$ cat config.mk
export PLATFORM = sky130hd
export DESIGN_NAME = pipeline_result_queue
export DESIGN_NICKNAME = d
export VERILOG_FILES = /design/src/rtl/pipeline_result_queue.sv
export SDC_FILE = /design/constraint.sdc
export NUM_CORES = 1
export LEC_CHECK = 0
export CAP_MARGIN = 20
export CORE_MARGIN = 2
export CORE_UTILIZATION = 40
export DETAILED_ROUTE_END_ITERATION = 8
export GPL_TIMING_DRIVEN = 0
export MAX_ROUTING_LAYER = met4
export PLACE_DENSITY = 0.64
export SYNTH_ARGS = -nofsm -noshare
export SYNTH_HDL_FRONTEND = slang
export SYNTH_SLANG_ARGS = --single-unit
$ cat constraint.sdc
create_clock -name clk -period 4.2 [get_ports clk]
set_input_delay 0.84 -clock clk [delete_from_list [all_inputs] [get_ports clk]]
set_output_delay 0.84 -clock clk [all_outputs]
set_load 0.02 [all_outputs]
$ cat src/rtl/pipeline_result_queue.sv
// In-order result queue behind the address pipeline with per-id selective flush.
// Killed entries retire silently at the head and pulse out_drop.
`ifndef ADDRESS_WIDTH
`define ADDRESS_WIDTH 16
`endif
`ifndef ID_WIDTH
`define ID_WIDTH 4
`endif

module pipeline_result_queue #(
    parameter int unsigned DEPTH  = 4,
    parameter int unsigned ADDR_W = `ADDRESS_WIDTH,
    parameter int unsigned ID_W   = `ID_WIDTH
) (
    input  logic                     clk,
    input  logic                     reset,
    input  logic [ADDR_W-1:0]        in_address,
    input  logic [ID_W-1:0]          in_id,
    input  logic                     in_valid,
    output logic                     out_stall,
    input  logic                     in_flush,
    input  logic [ID_W-1:0]          in_flush_id,
    output logic [ADDR_W-1:0]        out_address,
    output logic [ID_W-1:0]          out_id,
    output logic                     out_valid,
    input  logic                     in_ready,
    output logic                     out_drop,
    output logic [$clog2(DEPTH):0]   out_count
);

    localparam int unsigned PTR_W = $clog2(DEPTH);
    localparam int unsigned CNT_W = PTR_W + 1;

    logic [ADDR_W-1:0] addr_q [DEPTH];
    logic [ID_W-1:0]   id_q   [DEPTH];
    logic [DEPTH-1:0]  live_q;
    logic [PTR_W-1:0]  wr_ptr_q, wr_ptr_d;
    logic [PTR_W-1:0]  rd_ptr_q, rd_ptr_d;
    logic [CNT_W-1:0]  count_q, count_d;

    logic              occupied_c;
    logic              head_live_c;
    logic              push_c;
    logic              pop_c;
    logic              push_live_c;
    logic [DEPTH-1:0]  kill_c;

    // Output view of the head entry, derived only from registered state.
    always_comb begin
        occupied_c  = (count_q != '0);
        head_live_c = live_q[rd_ptr_q];
        out_stall   = (count_q == CNT_W'(DEPTH));
        out_valid   = occupied_c && head_live_c;
        out_drop    = occupied_c && !head_live_c;
        out_address = addr_q[rd_ptr_q];
        out_id      = id_q[rd_ptr_q];
        out_count   = count_q;
    end

    always_comb begin
        push_c      = in_valid && !out_stall;
        pop_c       = (out_valid && in_ready) || out_drop;
        push_live_c = !(in_flush && (in_id == in_flush_id));
        wr_ptr_d    = wr_ptr_q + PTR_W'(push_c);
        rd_ptr_d    = rd_ptr_q + PTR_W'(pop_c);
        count_d     = count_q;
        if (push_c && !pop_c) begin
            count_d = count_q + CNT_W'(1);
        end else if (pop_c && !push_c) begin
            count_d = count_q - CNT_W'(1);
        end
    end

    // Slot i is occupied when its distance from the head is below count.
    always_comb begin
        kill_c = '0;
        for (int i = 0; i < DEPTH; i++) begin
            logic [PTR_W-1:0] off;
            off = PTR_W'(i) - rd_ptr_q;
            kill_c[i] = in_flush && (CNT_W'(off) < count_q) && (id_q[i] == in_flush_id);
        end
    end

    always_ff @(posedge clk) begin
        if (reset) begin
            wr_ptr_q <= '0;
            rd_ptr_q <= '0;
            count_q  <= '0;
            live_q   <= '0;
            for (int i = 0; i < DEPTH; i++) begin
                addr_q[i] <= '0;
                id_q[i]   <= '0;
            end
        end else begin
            wr_ptr_q <= wr_ptr_d;
            rd_ptr_q <= rd_ptr_d;
            count_q  <= count_d;
            for (int i = 0; i < DEPTH; i++) begin
                if (kill_c[i]) begin
                    live_q[i] <= 1'b0;
                end
            end
            // The push slot is never occupied, so it cannot collide with a kill.
            if (push_c) begin
                addr_q[wr_ptr_q] <= in_address;
                id_q[wr_ptr_q]   <= in_id;
                live_q[wr_ptr_q] <= push_live_c;
            end
        end
    end

endmodule

# Word level (Yosys, flattened, before mapping)
# Memory sizes are Yosys's and may differ from the RTL's. A register that Yosys moved wholly into a read port is not among the register bits.
# Index checks and enable logic that the tools add are counted.
# word_totals
reg_bits	11
mem_bits_rw	80
inputBits	29
output_inout_bits	26
memories	2
# classes
addsub	8
n_lt_le_gt_ge	7
eq_ne	6
muxes	29
n_reduce_logical	26
# mem_list
memory	depth	word_bits	rd	rd_clocked_by_memory_dff	write_ports	line_no	text
addr_q	4	16	1	1	4	34	logic [ADDR_W-1:0] addr_q [DEPTH];
id_q	4	4	5	1	4	35	logic [ID_W-1:0] id_q [DEPTH];
# op_table
operator	count
== test 4 bit	5
2-to-1 mux 1 bit	17
logical AND 1 bit	16
2-to-1 mux 16 bit	1
OR reduction 16 bit	1
< comparator 2 x 3 -> 1 bit	4
2-to-1 mux 2 bit	4
2-to-1 mux 4 bit	2
< comparator 2 x 3 -> 1 bit (second input constant)	2
2-to-1 mux 3 bit	2
logical NOT 1 bit	5
adder 2 x 1 -> 2 bit	2
bitwise mux 4 bit	1
OR reduction 4 bit	1
subtractor 1 x 2 -> 2 bit (first input constant)	2
subtractor 2 bit (first input constant)	2
adder 3 x 1 -> 3 bit (second input constant)	1
== test 3 bit (second input constant)	1
nonzero test 3 bit	1
subtractor 3 x 1 -> 3 bit (second input constant)	1
binary-select mux 1 bit (select 2 bit)	1
demux 1 bit (select 2 bit)	1
greater-or-equal comparator 2 x 1 -> 1 bit (second input constant)	1
nonzero test 2 bit	1
logical OR 1 bit	1

# Logic depth before layout (Yosys ltp)
# Gate-level depths: netlist of the first run.
# logic_depth
ltp_word	8
ltp_mapped	10
mapped_depth_nobuf	9

# Worst setup path after synthesis of the first run
# No wires, ideal clock.
# synth_path
path_kind	input-to-reg
start	input port in_valid
end	memory addr_q[1][0] (netlist name), enable pin
arrival_time_ns	2.531
required_time_ns	3.769
setup_slack_ns	1.238
stages	2
path_buffers	0
cell_sequence	nand2_8 o31ai_1
# synth_rtl
element	line_no	text
start, declared	19	input logic in_valid,
end, declared	34	

==> reports/metrics.cfg, run 1 <==
[outcome]
status = completed

[worst_hold_path]
holdPathStages = 2
hp-class = reg -> reg

[clock_network]
htree_levels = 3
cts_resized = 0
insertion_delay_ns = 0.34
root_buffer = clkbuf_16
cts_tree = yes
hold_buffers = 0
clkSlewWorstSetupHoldPaths_ns = 0.07
cts_buffers = 9
postCtsSetupRepairBufs = 0
cts_buffer_depth = 2
clock-sinks = 91

[yosys]
ys_seq_elements = 91
async_reset_ff_share_pct = 0
yosys_warnings = 0
seq_area_frac_synth_pct = 57.58
yosys.area.top_type_share_pct = 52.75
yosysUniqueCellTypes = 38
synth_ff_type = edfxtp_1
synth_fp_nets = 347
synth.avg_cell_area_um2 = 14.69
synth_area_leaders = edfxtp_1 (53%), mux4_2 (10%), and2_1 (8.4%), dfxtp_1 (4.8%), and2_4 (3.7%)
syn_inst = 310
yosys.area.top_type = edfxtp_1
synth_edf_count = 80
synth_area_um2 = 4554

[timing]
worst_pin_slew_ns = 0.7491
max_freq_mhz = 305.3
hold_viol_final = 0
setup_ws_ns = 0.9241
setup_viol = 0
min_period_ns = 3.276
finClkSkew_ns = 0.009291
fin_crit_sh_pct = 78.00
rsz0062_at_grt = false
slew_viol_final = 0
slew_headroom_pct = 50.05

[job]
max_cap_violations = 0

[critical_path]
reg2reg_slack_ns = 1.66
cp_max_fo = 10
cp.arrival_ns = 2.44
crit_type = reg -> out
reg2reg_depth = 9
cp.required_ns = 3.36
start_kind = flip-flop
worst_setup_path_end_kind = output pin

[place]
dp_hpwl_um = 6528
portBuffers = 50
post-place-ws_ns = 0.9387
place_area_um2 = 5319
gp_congestion = 0.8246

[floorplan]
die-area_um2 = 12260
rows = 38
start_util_pct = 41.47
die_h_um = 110.7
core_um2 = 10980
die_w_um = 110.7
ios = 55

[global_route]
antenna_found_initial = 0
grt_max_degree = 21
overflow = 0
grt_usage_pct = 16.96
grt_pass1_vias = 2797
grt_pass1_wl_um = 15530

[routing]
firstDrtPassIters = 4
vias = 2633
drc_errors = 0
antenna_left = 0
routed_wl_um = 9644
routedWlPerCell_um = 18.55
drt_iter0_drc = 85
viasPerCell = 5.063

[finish]
fill_cells = 931
nets = 412
final_area_um2 = 5664
num_antenna_cells = 0
area_growth_syn_to_layout_pct = 24.37
drive_gt1_share_pct = 23.68

[power_and_ir_drop]
p_leak_nw = 2.108
power-per-cell-area_nw_per_um2 = 555.6
ir_drop_mv = 0.3943

## cells in the mapped netlist, types with 2 or more instances
cell type  number
nor2b_1         5
nor3b_1         2
nor2_1          5
buf_6           8
mux4_2         21
nor4_4          2
buf_2          12
o2111ai_1       2
xor2_1         10
a21oi_1         3
nor3_1          2
and2_1         61
o31ai_1         2
o2bb2ai_1       3
ha_1            7
o41ai_1         2
dfxtp_1        11
o21ai_0         4
xnor2_1        15
inv_1          14
nand2_1         3
and2_4         19
edfxtp_1       80
nand3_1         3
## stage by stage
stage | hold slack [ns] | std cells | utilization (%) | total power [mW] | TNS, ns
global placement | 0.4613 | 500 | 47.62 | 2.281 | -38.96
floorplan | 0.4446 | 310 | - | 1.890 | 0
global route | 0.5056 | 520 | 51.57 | 3.308 | 0
finish | 0.4784 | 520 | 51.57 | 3.147 | 0
detailed placement | 0.4697 | 503 | 48.43 | 2.326 | 0
CTS | 0.4791 | 519 | 51.32 | 3.175 | 0
## worst paths after layout
kind	start	to
setup / recovery	rd_ptr_q[1]	out_address[8]
hold / removal	live_q[1]	live_q[1]
setup reg to reg	rd_ptr_q[1]	live_q[2]
hold reg to reg	live_q[1]	live_q[1]
## per-layer routing
layer  vias up  track usage (%)  share of wire, %  wire, µm
met4         0            4.500               1.8       172
met2        57            27.48                49      4744
met1      1309            21.84                45      4356
li1       1253                -                 -         -
met5         -                -                 0         0
met3        14            3.663               3.8       371
## layout make-up
type                       count  area, µm²  share of cell area (%)
timing repair buffer          54      585.6                   10.34
sequential                    91       2623                   46.30
inverter                      14      52.55                  0.9278
clock inverter                 7      92.59                   1.635
clock buffer                   9      225.2                   3.976
tap                          140      175.2                   3.093
buffer                        21      157.7                   2.783
multi-input combinational    184       1753                   30.95
## placed cells by master (no fill, tap or decap), types with 5 or more instances in the layout
cell type        synthesis  final
edfxtp_1                80     80
and2_1                  61     61
clkdlybuf4s50_1          0     50
mux4_2                  21     21
and2_4                  19     19
xnor2_1                 15     15
inv_1                   14     14
buf_2                   12     12
dfxtp_1                 11     11
xor2_1                  10     10
clkbuf_16                0      9
buf_6                    8      8
ha_1                     7      7
nor2_1                   5      5
nor2b_1                  5      5
## worst max-delay path: stages, from the launching register on
cell             delay [ns]
dfxtp_1                0.34
buf_2                  0.25
buf_2                  0.33
buf_4                  0.28
mux4_2                 0.34
clkdlybuf4s50_1        0.56
## state kept, by name, summed over array words and instances (netlist names)
| signal | count |
|---|---|
| addr_q | 64 |
| id_q | 16 |
| live_q | 4 |
| out_count | 3 |
| rd_ptr_q | 2 |
| wr_ptr_q | 2 |
## cells by family after synthesis
logic type | Yosys count | synth area share, %
DFF | 91 | 57.58
muxes | 22 | 10.60
xor gates and xnor gates | 25 | 4.808
buffers and inverters | 35 | 4.616
and+or+nand+nor | 110 | 16.98
AOI/OAI and AO/OA | 19 | 3.050
adders and majority gates | 8 | 2.363
## power by group
part	internal, mW	total (mW)	switching, mW
clock network	0.478	0.849	0.371
logic	0.551	1.12	0.573
registers	1.12	1.17	0.0584
total	2.14	3.15	1.00
No activity file was read; power rests on OpenSTA's default activity.
==> inputs of run 2 (changes only) <==
- PLACE_DENSITY: 0.64 -> 0.66
- clock period: 4.2 -> 3 ns (I/O delays scaled with it)
==> run 2 against run 1 <==
Compared with the run above: via count decreased by 0.57%; non-clock buffer count decreased by 1; critical path depth decreased by 1; first-iteration DRC count increased by 45%; routed wire length decreased by 4.0%; final cell count decreased by 0.38%; largest power group unchanged; highest routed layer unchanged.
==> reports/metrics.cfg, run 2 (synthesized netlist as in run 1, its figures left out) <==
[routing]
routed_wl_um = 9260  ; was 9644 µm
met2_length_um = 4731  ; was 4744 µm
routedWlPerCell_um = 17.88  ; was 18.55 µm
antenna_left = 0  ; unchanged
wl_met1_um = 4095  ; was 4356 µm
vias = 2618  ; was 2633
drt_iter0_drc = 123  ; was 85
dr_wl_met3_um = 368  ; was 371 µm
firstDrtPassIters = 4  ; unchanged
viasPerCell = 5.054  ; was 5.063
drc_errors = 0  ; unchanged
top_layer_used = met4  ; unchanged

[place]
place_area_um2 = 5306  ; was 5319 µm²
dp_hpwl_um = 6445  ; was 6528 µm
gp_congestion = 0.7872  ; was 0.8246
post-place-ws_ns = -0.01251  ; was 0.9387 ns
dp_cells = 503  ; unchanged
portBuffers = 50  ; unchanged

[clock_network]
clkSlewWorstSetupHoldPaths_ns = 0.06  ; was 0.07 ns
htree_levels = 3  ; unchanged
cts_buffers = 9  ; unchanged
insertion_delay_ns = 0.33  ; was 0.34 ns
root_buffer = clkbuf_16  ; unchanged
clock-sinks = 91  ; unchanged
cts_tree = yes  ; unchanged
cts_buffer_depth = 2  ; unchanged

[power_and_ir_drop]
p_leak_nw = 2.050  ; was 2.108 nW
ir_drop_mv = 0.3967  ; was 0.3943 mV
fin_total_pwr_mw = 4.190  ; was 3.147 mW
power-per-cell-area_nw_per_um2 = 752.4  ; was 555.6 nW/µm²

[critical_path]
cp_slowest_cell = mux4_2  ; was clkdlybuf4s50_1
cp.arrival_ns = 2.28  ; was 2.44 ns
worstReg2RegEnd = out_count[2]  ; was live_q[2]
cp.required_ns = 2.40  ; was 3.36 ns
worst_setup_path_end_kind = output pin  ; unchanged
r2r_start = rd_ptr_q[1]  ; unchanged
start_kind = flip-flop  ; unchanged
crit_type = reg -> out  ; unchanged
reg2reg_slack_ns = 0.54  ; was 1.66 ns
cpPeakStageDelay_ns = 0.57  ; was 0.56 ns
reg2reg_depth = 10  ; was 9
cp_max_fo = 10  ; unchanged
path_cells = buf_2 -> buf_4 -> mux4_2 -> clkdlybuf4s50_1  ; was buf_2 -> buf_2 -> buf_4 -> mux4_2 -> clkdlybuf4s50_1

[floorplan]
die_w_um = 110.7  ; unchanged
die_h_um = 110.7  ; unchanged
start_util_pct = 41.47  ; unchanged
die-area_um2 = 12260  ; unchanged
rows = 38  ; unchanged
ios = 55  ; unchanged
core_um2 = 10980  ; unchanged

[worst_hold_path]
hold_end = live_q[1]  ; unchanged
hp-class = reg -> reg  ; unchanged
min-delay-start = live_q[1]  ; unchanged
holdPathStages = 2  ; unchanged

[global_route]
antenna_found_initial = 0  ; unchanged
overflow = 0  ; unchanged
grt_usage_pct = 16.24  ; was 16.96%
grt_max_degree = 21  ; unchanged
grt_pass1_vias = 2757  ; was 2797
grt_pass1_wl_um = 14880  ; was 15530 µm

[finish]
final_cell_mix = edfxtp_1 (80), and2_1 (61), clkdlybuf4s50_1 (50), mux4_2 (21), and2_4 (19)  ; unchanged
fin_cells = 518  ; was 520
final_util_pct = 50.71  ; was 51.57%
num_antenna_cells = 0  ; unchanged
largest-register = addr_q  ; unchanged
final_area_um2 = 5569  ; was 5664 µm²
nets = 411  ; was 412
largest_register_ffs = 64  ; unchanged
final_common_cell = edfxtp_1  ; unchanged
drive_gt1_share_pct = 22.22  ; was 23.68%
area_growth_syn_to_layout_pct = 22.28  ; was 24.37%
reg_top3 = addr_q x64, id_q x16, live_q x4  ; unchanged

[timing]
setup_viol = 0  ; unchanged
max_freq_mhz = 347.8
slew_viol_final = 0  ; unchanged
finClkSkew_ns = 0.004803  ; was 0.009291 ns
hold_viol_final = 0  ; unchanged
min_period_ns = 2.875
worst_pin_slew_ns = 1.083  ; was 0.7491 ns
fin_crit_sh_pct = 95.85
final.setup.tns_ns = 0  ; unchanged
slew_headroom_pct = 27.62  ; was 50.05%
holdWs_ns = 0.4757  ; was 0.4784 ns
rsz0062_at_grt = false  ; unchanged
setup_ws_ns = 0.1246  ; was 0.9241 ns

[outcome]
status = completed  ; unchanged

[job]
max_cap_violations = 0  ; unchanged

run 2: changes by cell type in the layout (fill, tap and decap cells not counted), sizes merged:
cell | previous run | this run
buf | 25 | 22
inv | 18 | 14
bufinv | 1 | 0
clkinv | 2 | 1
clkbuf | 9 | 14
clkinvlp | 0 | 2
run 2: final cells by class:
type                            count  area, µm²
Buffer                             21      167.7
Tap cell                          140      175.2
Fill cell                         953       5414
Sequential cell                    91       2623
Inverter                           14      52.55
Multi-Input combinational cell    184       1753
Timing Repair Buffer               53      545.5
Clock inverter                      3      16.27
Clock buffer                       12      236.5
run 2: worst max-delay path, delay by kind of cell, from the launching register on:
| kind | cells | cell delay, ns |
|---|---|---|
| muxes | 1 | 0.57 |
| DFF | 1 | 0.33 |
| buffers and inverters | 3 | 1.04 |
run 2: what timing repair did:
item,CTS,global route
endpoints found under the hold margin,0,0
setup endpoints to repair,8,7
resized for setup,2,2
hold buffers,0,0
setup buffers,0,0
run 2: routing by layer:
| layer | GRT usage [%] | up-vias |
|---|---|---|
| li1 | - | 1242 |
| met1 | 20.24 | 1305 |
| met2 | 27.81 | 64 |
| met3 | 2.898 | 7 |
| met4 | 3.750 | 0 |
| met5 | - | - |
run 2: power breakdown:
| part | total, mW | internal (mW) | switching (mW) | leakage, nW |
|---|---|---|---|---|
| logic | 1.57 | 0.773 | 0.795 | 1.01 |
| clock network | 0.977 | 0.552 | 0.425 | 0.116 |
| registers | 1.65 | 1.56 | 0.0817 | 0.928 |
run 2: how the worst max path moves through the flow:
| stage | from | endpoint | slack (ns) |
|---|---|---|---|
| floorplan | out_count[0] | addr_q[1][0] | 0.07 |
| global placement | in_valid | addr_q[1][13] | -1.64 |
| detailed placement | reset | addr_q[3][4] | -0.01 |
| CTS | rd_ptr_q[0] | out_address[14] | 0.02 |
| global route | rd_ptr_q[0] | out_address[3] | 0.04 |
| finish | rd_ptr_q[0] | out_address[3] | 0.12 |
